**src/rtl/utils.v**
```verilog
// Shared width header for the out-of-order core: register index, ROB tag and data widths.
`ifndef UTILS_V
`define UTILS_V
`define REG_RANGE  4:0
`define ROB_SIZE   16
`define ROB_RANGE  3:0
`define DATA_RANGE 31:0
`endif

```
**src/rtl/reg_file_pkg.sv**
```systemverilog
// Shared types and helpers for the register file and its read ports.
`include "utils.v"

package reg_file_pkg;

    typedef logic [`ROB_RANGE] rob_tag_t;
    typedef logic [`REG_RANGE] reg_idx_t;

    // x0 is hardwired, so only nonzero indices name real state.
    function automatic logic is_arch_reg(input reg_idx_t idx);
        return idx != '0;
    endfunction

    function automatic logic tag_match(input rob_tag_t tag, input rob_tag_t rob_alias);
        return tag == rob_alias;
    endfunction

endpackage

```
**src/rtl/reg_file_read_port.sv**
```systemverilog
// One combinational source-operand read: x0 masking plus the commit bypass
// mux, compiled in only when REG_FILE_BYPASS_EN is defined.
`include "utils.v"

module reg_file_read_port
    import reg_file_pkg::*;
(
    input  logic [`REG_RANGE]  rs,
    input  logic [`ROB_RANGE]  tag_rs,
    input  logic [`DATA_RANGE] value_rs,
`ifdef REG_FILE_BYPASS_EN
    input  logic               commit_valid,
    input  logic [`REG_RANGE]  commit_reg,
    input  logic [`ROB_RANGE]  commit_alias,
    input  logic [`DATA_RANGE] commit_result,
`endif
    output logic [`ROB_RANGE]  q,
    output logic [`DATA_RANGE] v
);

    always_comb begin
        q = '0;
        v = '0;
        if (is_arch_reg(rs)) begin
            q = tag_rs;
            v = value_rs;
`ifdef REG_FILE_BYPASS_EN
            // Forward a commit that is about to clear this register's tag.
            if (commit_valid && (commit_reg == rs) && tag_match(tag_rs, commit_alias)) begin
                q = '0;
                v = commit_result;
            end
`endif
        end
    end

endmodule

```
**src/rtl/reg_file.sv**
```systemverilog
// Architectural register file with rename tags for dispatch, commit writes from
// the ROB and flush on rollback. Optional same-cycle commit bypass: REG_FILE_BYPASS_EN.
`include "utils.v"

module reg_file
    import reg_file_pkg::*;
#(
    parameter int unsigned REG_COUNT = 32
) (
    input  logic               clk,
    input  logic               rst,
    input  logic               rdy,
    input  logic               rollback,
    input  logic               valid_from_rob,
    input  logic [`REG_RANGE]  reg_id_from_rob,
    input  logic [`ROB_RANGE]  alias_from_rob,
    input  logic [`DATA_RANGE] result_from_rob,
    input  logic               valid_from_disp,
    input  logic [`REG_RANGE]  rd_from_disp,
    input  logic [`ROB_RANGE]  alias_from_disp,
    input  logic [`REG_RANGE]  rs1_from_disp,
    input  logic [`REG_RANGE]  rs2_from_disp,
    output logic [`ROB_RANGE]  Qi_to_disp,
    output logic [`ROB_RANGE]  Qj_to_disp,
    output logic [`DATA_RANGE] Vi_to_disp,
    output logic [`DATA_RANGE] Vj_to_disp
);

    logic [`DATA_RANGE] value_q [REG_COUNT];
    logic [`ROB_RANGE]  tag_q   [REG_COUNT];

    logic commit_en;
    logic rename_en;

    assign commit_en = valid_from_rob && is_arch_reg(reg_id_from_rob);
    assign rename_en = valid_from_disp && is_arch_reg(rd_from_disp) && !rollback;

    // Rename is written last so it overrides a same-cycle tag clear from commit.
    always_ff @(posedge clk) begin
        if (rst) begin
            for (int unsigned i = 0; i < REG_COUNT; i++) begin
                value_q[i] <= '0;
                tag_q[i]   <= '0;
            end
        end else if (rdy) begin
            if (rollback) begin
                for (int unsigned i = 0; i < REG_COUNT; i++) begin
                    tag_q[i] <= '0;
                end
            end
            if (commit_en) begin
                value_q[reg_id_from_rob] <= result_from_rob;
                if (tag_match(tag_q[reg_id_from_rob], alias_from_rob)) begin
                    tag_q[reg_id_from_rob] <= '0;
                end
            end
            if (rename_en) begin
                tag_q[rd_from_disp] <= alias_from_disp;
            end
        end
    end

    reg_file_read_port u_read_rs1 (
        .rs            (rs1_from_disp),
        .tag_rs        (tag_q[rs1_from_disp]),
        .value_rs      (value_q[rs1_from_disp]),
`ifdef REG_FILE_BYPASS_EN
        .commit_valid  (valid_from_rob),
        .commit_reg    (reg_id_from_rob),
        .commit_alias  (alias_from_rob),
        .commit_result (result_from_rob),
`endif
        .q             (Qi_to_disp),
        .v             (Vi_to_disp)
    );

    reg_file_read_port u_read_rs2 (
        .rs            (rs2_from_disp),
        .tag_rs        (tag_q[rs2_from_disp]),
        .value_rs      (value_q[rs2_from_disp]),
`ifdef REG_FILE_BYPASS_EN
        .commit_valid  (valid_from_rob),
        .commit_reg    (reg_id_from_rob),
        .commit_alias  (alias_from_rob),
        .commit_result (result_from_rob),
`endif
        .q             (Qj_to_disp),
        .v             (Vj_to_disp)
    );

endmodule
```
**config.mk**
```make
export PLATFORM = sky130hd
export DESIGN_NAME = reg_file
export DESIGN_NICKNAME = d
export VERILOG_FILES = /design/src/rtl/reg_file_pkg.sv /design/src/rtl/reg_file_read_port.sv /design/src/rtl/reg_file.sv
export VERILOG_INCLUDE_DIRS = /design/src /design/src/rtl
export SDC_FILE = /design/constraint.sdc
export NUM_CORES = 2
export LEC_CHECK = 0
export BUFFER_PORTS_ARGS = -buffer_cell sky130_fd_sc_hd__buf_4
export CAP_MARGIN = 20
export CORE_MARGIN = 4
export CORE_UTILIZATION = 69
export DETAILED_ROUTE_END_ITERATION = 8
export GPL_TIMING_DRIVEN = 1
export PLACE_DENSITY = 0.87
export SYNTH_ARGS = -nofsm -noshare
export SYNTH_HDL_FRONTEND = slang
export SYNTH_SLANG_ARGS = --single-unit
```
**constraint.sdc**
```tcl
create_clock -name clk -period 5.2 [get_ports clk]
set_input_delay 0 -clock clk [delete_from_list [all_inputs] [get_ports clk]]
set_output_delay 0 -clock clk [all_outputs]
set_load 0.02 [all_outputs]
```
==> metrics <==
row count 110; Starting Density 0.6985; status finished, final reports clean; Via Count 42670; maximum clock path buffer count 3; post-route setup TNS 0 ns; Die Wd 310.3 um; WP data required 5.54 ns; crit path cell chain mux4_2 -> a22oi_1 -> o211ai_1 -> a311o_1 -> xnor2_2 -> nand4_2 -> buf_4 -> o31ai_2; Worst path slowest cell mux4_2; Crit Path Max Fanout 18; HPWL Detailed 118.7 mm; die area 96300 um^2; worst stage delay on the critical path 0.55 ns; GR Util met3 0.1545; Max Cap Viol 0; TritonCTS buffer count 118; Placeable Area 90290 um^2; largest net degree at the start of global routing 105; Slew HR 0.2301; H-Tree Depth 3; Global Route Usage Sum 0.4423; sequential share of the synthesized area 0.5485; gr busiest metal met2; adder-cell area share of the yosys netlist 0; drt wl/cell 38.61 um; clock sinks 1152; first-pass GRT wire length 299.2 mm; clock skew 0.02296 ns; f_max 0.2812 GHz; Synth Area in Compound Gates 0.02833; Setup crit end kind register; post-route ant nets 0; post-synthesis mux area share 0.2605; fraction of registers with async set/reset 0; routed wire length 208.7 mm; Syn-to-layout area delta 10.09%; total congestion overflow 0; ys flop type edfxtp_1; post-CTS setup buffer count 0; filler instances 4844; Bufs and invs on worst path 1; PD cells 321.8 nW/um^2; xor/xnor share of the synthesized area 0.0006746; number of global-route vias before repair 42980; Clock transition at path regs 0.06 ns; CP top delay family compound AO/OA/AOI/OAI gates; # port buffers 137; Pwr Total 22340 uW; r2r setup slk 1.64 ns; pre-CTS WS 1.357 ns; I/O pin total 138; Post-synth EDFFs 1152; final hold violation count 0; Sequential Area 34590 um^2; Synth Register Bits 1152; Period minus WS final 3.556 ns; RSZ-0062 raised after global routing false; met2 usage 0.6464; CP arrival 3.90 ns; Worst Setup Start Kind register; initial antenna violation count 15; area of the multi-input gates 27040 um^2; Cell variety after synth 55; critical path class reg2reg; Die Y 310.3 um; period utilization 0.6839; Final Worst Setup Slack 1.644 ns; hold slack 0.03716 ns; Worst R2R Start tag_q[11][2]; final core occ 0.7689; fin. max-slew vios 0; routability congestion estimate 0.9792; Worst Min Path Start rd_from_disp[3]; YS warnings 0; VDD IR-drop max 331.1 uV; routing usage on met1 0.5728; Mean Syn Cell Area 15.42 um^2; Final setup viols 0; cells after synthesis 4091; layout cell share with drive strength beyond 1 0.2861; Mapped Area 63060 um^2; Nets 4178; First-pass DRT Iterations 6; leakage power 0.02421 uW; Post-Synth Simple-Gate Area 0.1330; Worst-Margin Slew 1.155 ns; Hold/Removal Path Class in2reg; initial DRC count 8171; CTS tree done; clock root buffer clkbuf_16; worst skew pair latency 0.70 ns; critical path launch point tag_q[11][2]; DRC 0; largest family of logic cells by synthesized area multiplexers; Vias/cell 7.893
-- power breakdown --
part           switching (uW)  total, uW  leakage [uW]  internal (uW)
Combinational            1720       3040        0.0114           1320
Clock                    3690       8230       0.00180           4540
Sequential                341      11100        0.0110          10700
Total                    5750      22300        0.0242          16600
-- cell usage in the layout (no fill, tap or decap), types with 24 or more instances in the layout --
cell	instances
clkinv_1	37
o221ai_1	37
a211o_1	24
o22ai_1	45
conb_1	36
edfxtp_1	1152
mux2i_1	201
mux2_2	60
nor3_1	44
or2_2	32
nor2_1	107
nor2_4	31
dlygate4sd3_1	44
buf_4	244
mux4_2	610
clkbuf_16	121
clkinv_2	25
o31ai_2	29
and2_1	1116
-- through the flow --
step,instances,instance area (um^2)
after floorplan,4126,63190
after global placement,5124,65260
after detailed placement,5124,65260
after CTS,5392,69390
after global routing,5393,69390
final,5406,69430
-- timing repair --
action / 4_1_cts / 5_1_grt
resized for setup: 0 / 0
hold buffers: 44 / 0
endpoints found under the hold margin: 1132 / 0
endpoints found under the setup margin: 0 / 0
-- per-layer routing --
layer  up-vias  routed length, um
met2      4755              92630
met3      1118              35770
met5         -                 57
met4         8              15960
met1     20920              64290
li1      15870                  -
-- worst paths after layout --
| path | endpoint | cells after the start |
|---|---|---|
| min | tag_q[28][3] | 4 |
| max | tag_q[28][1] | 8 |
| min reg2reg | tag_q[17][2] | 6 |
| max reg2reg | tag_q[28][1] | 8 |
-- Yosys cell counts, types with 3 or more instances --
library cell,count,area [um^2]
a211o_1,24,210.2
a21oi_1,23,115.1
a221oi_1,23,201.4
a22o_1,13,113.9
a22oi_1,3,22.52
and2_1,1116,6982
buf_1,26,97.59
buf_2,80,400.4
buf_4,9,67.56
buf_6,4,45.04
clkbuf_1,319,1197
edfxtp_1,1152,34590
inv_1,3,11.26
mux2_2,60,675.7
mux2i_1,201,2012
mux4_2,610,13740
nand2_1,12,45.04
nand2b_1,8,50.05
nand3_1,8,40.04
nand3b_1,7,52.55
nor2_1,138,518.0
nor2b_1,16,100.1
nor3_1,45,225.2
o21ai_0,6,30.03
o221ai_1,37,324.1
o22ai_1,45,281.5
o31ai_2,29,362.9
or2_2,32,200.2
or3_1,4,25.02
or3b_2,6,52.55
xnor2_1,3,26.28
-- flip-flops by register name (all words and copies together), names as in the netlist --
name,count
value_q,1024
tag_q,128
-- worst reg2reg max path, cell delays in order, from the launching register on --
cell and delay, ns:
edfxtp_1 0.40, mux4_2 0.55, a22oi_1 0.21, o211ai_1 0.12, a311o_1 0.38, xnor2_2 0.14
nand4_2 0.46, buf_4 0.47, o31ai_2 0.47
-- kinds of logic (layout without fill, tap and decap cells) --
| logic type | count (synthesis) | after routing |
|---|---|---|
| flops | 1152 | 1152 |
| compound gates | 217 | 217 |
| buf+inv | 442 | 532 |
| xor+xnor | 4 | 4 |
| simple gates | 1404 | 1404 |
| other cells | 1 | 50 |
| mux | 871 | 871 |
-- cell type report --
class	count	area share
flip-flops and latches	1152	0.4983
multi-input cells	2532	0.3895
clock buffers	141	0.04470
repair buffers	305	0.03722
well taps	1176	0.02119
clock inverters	83	0.008434
diodes	14	0.0005046
inverters	3	0.0001622
(Power assumes the default switching activity.)
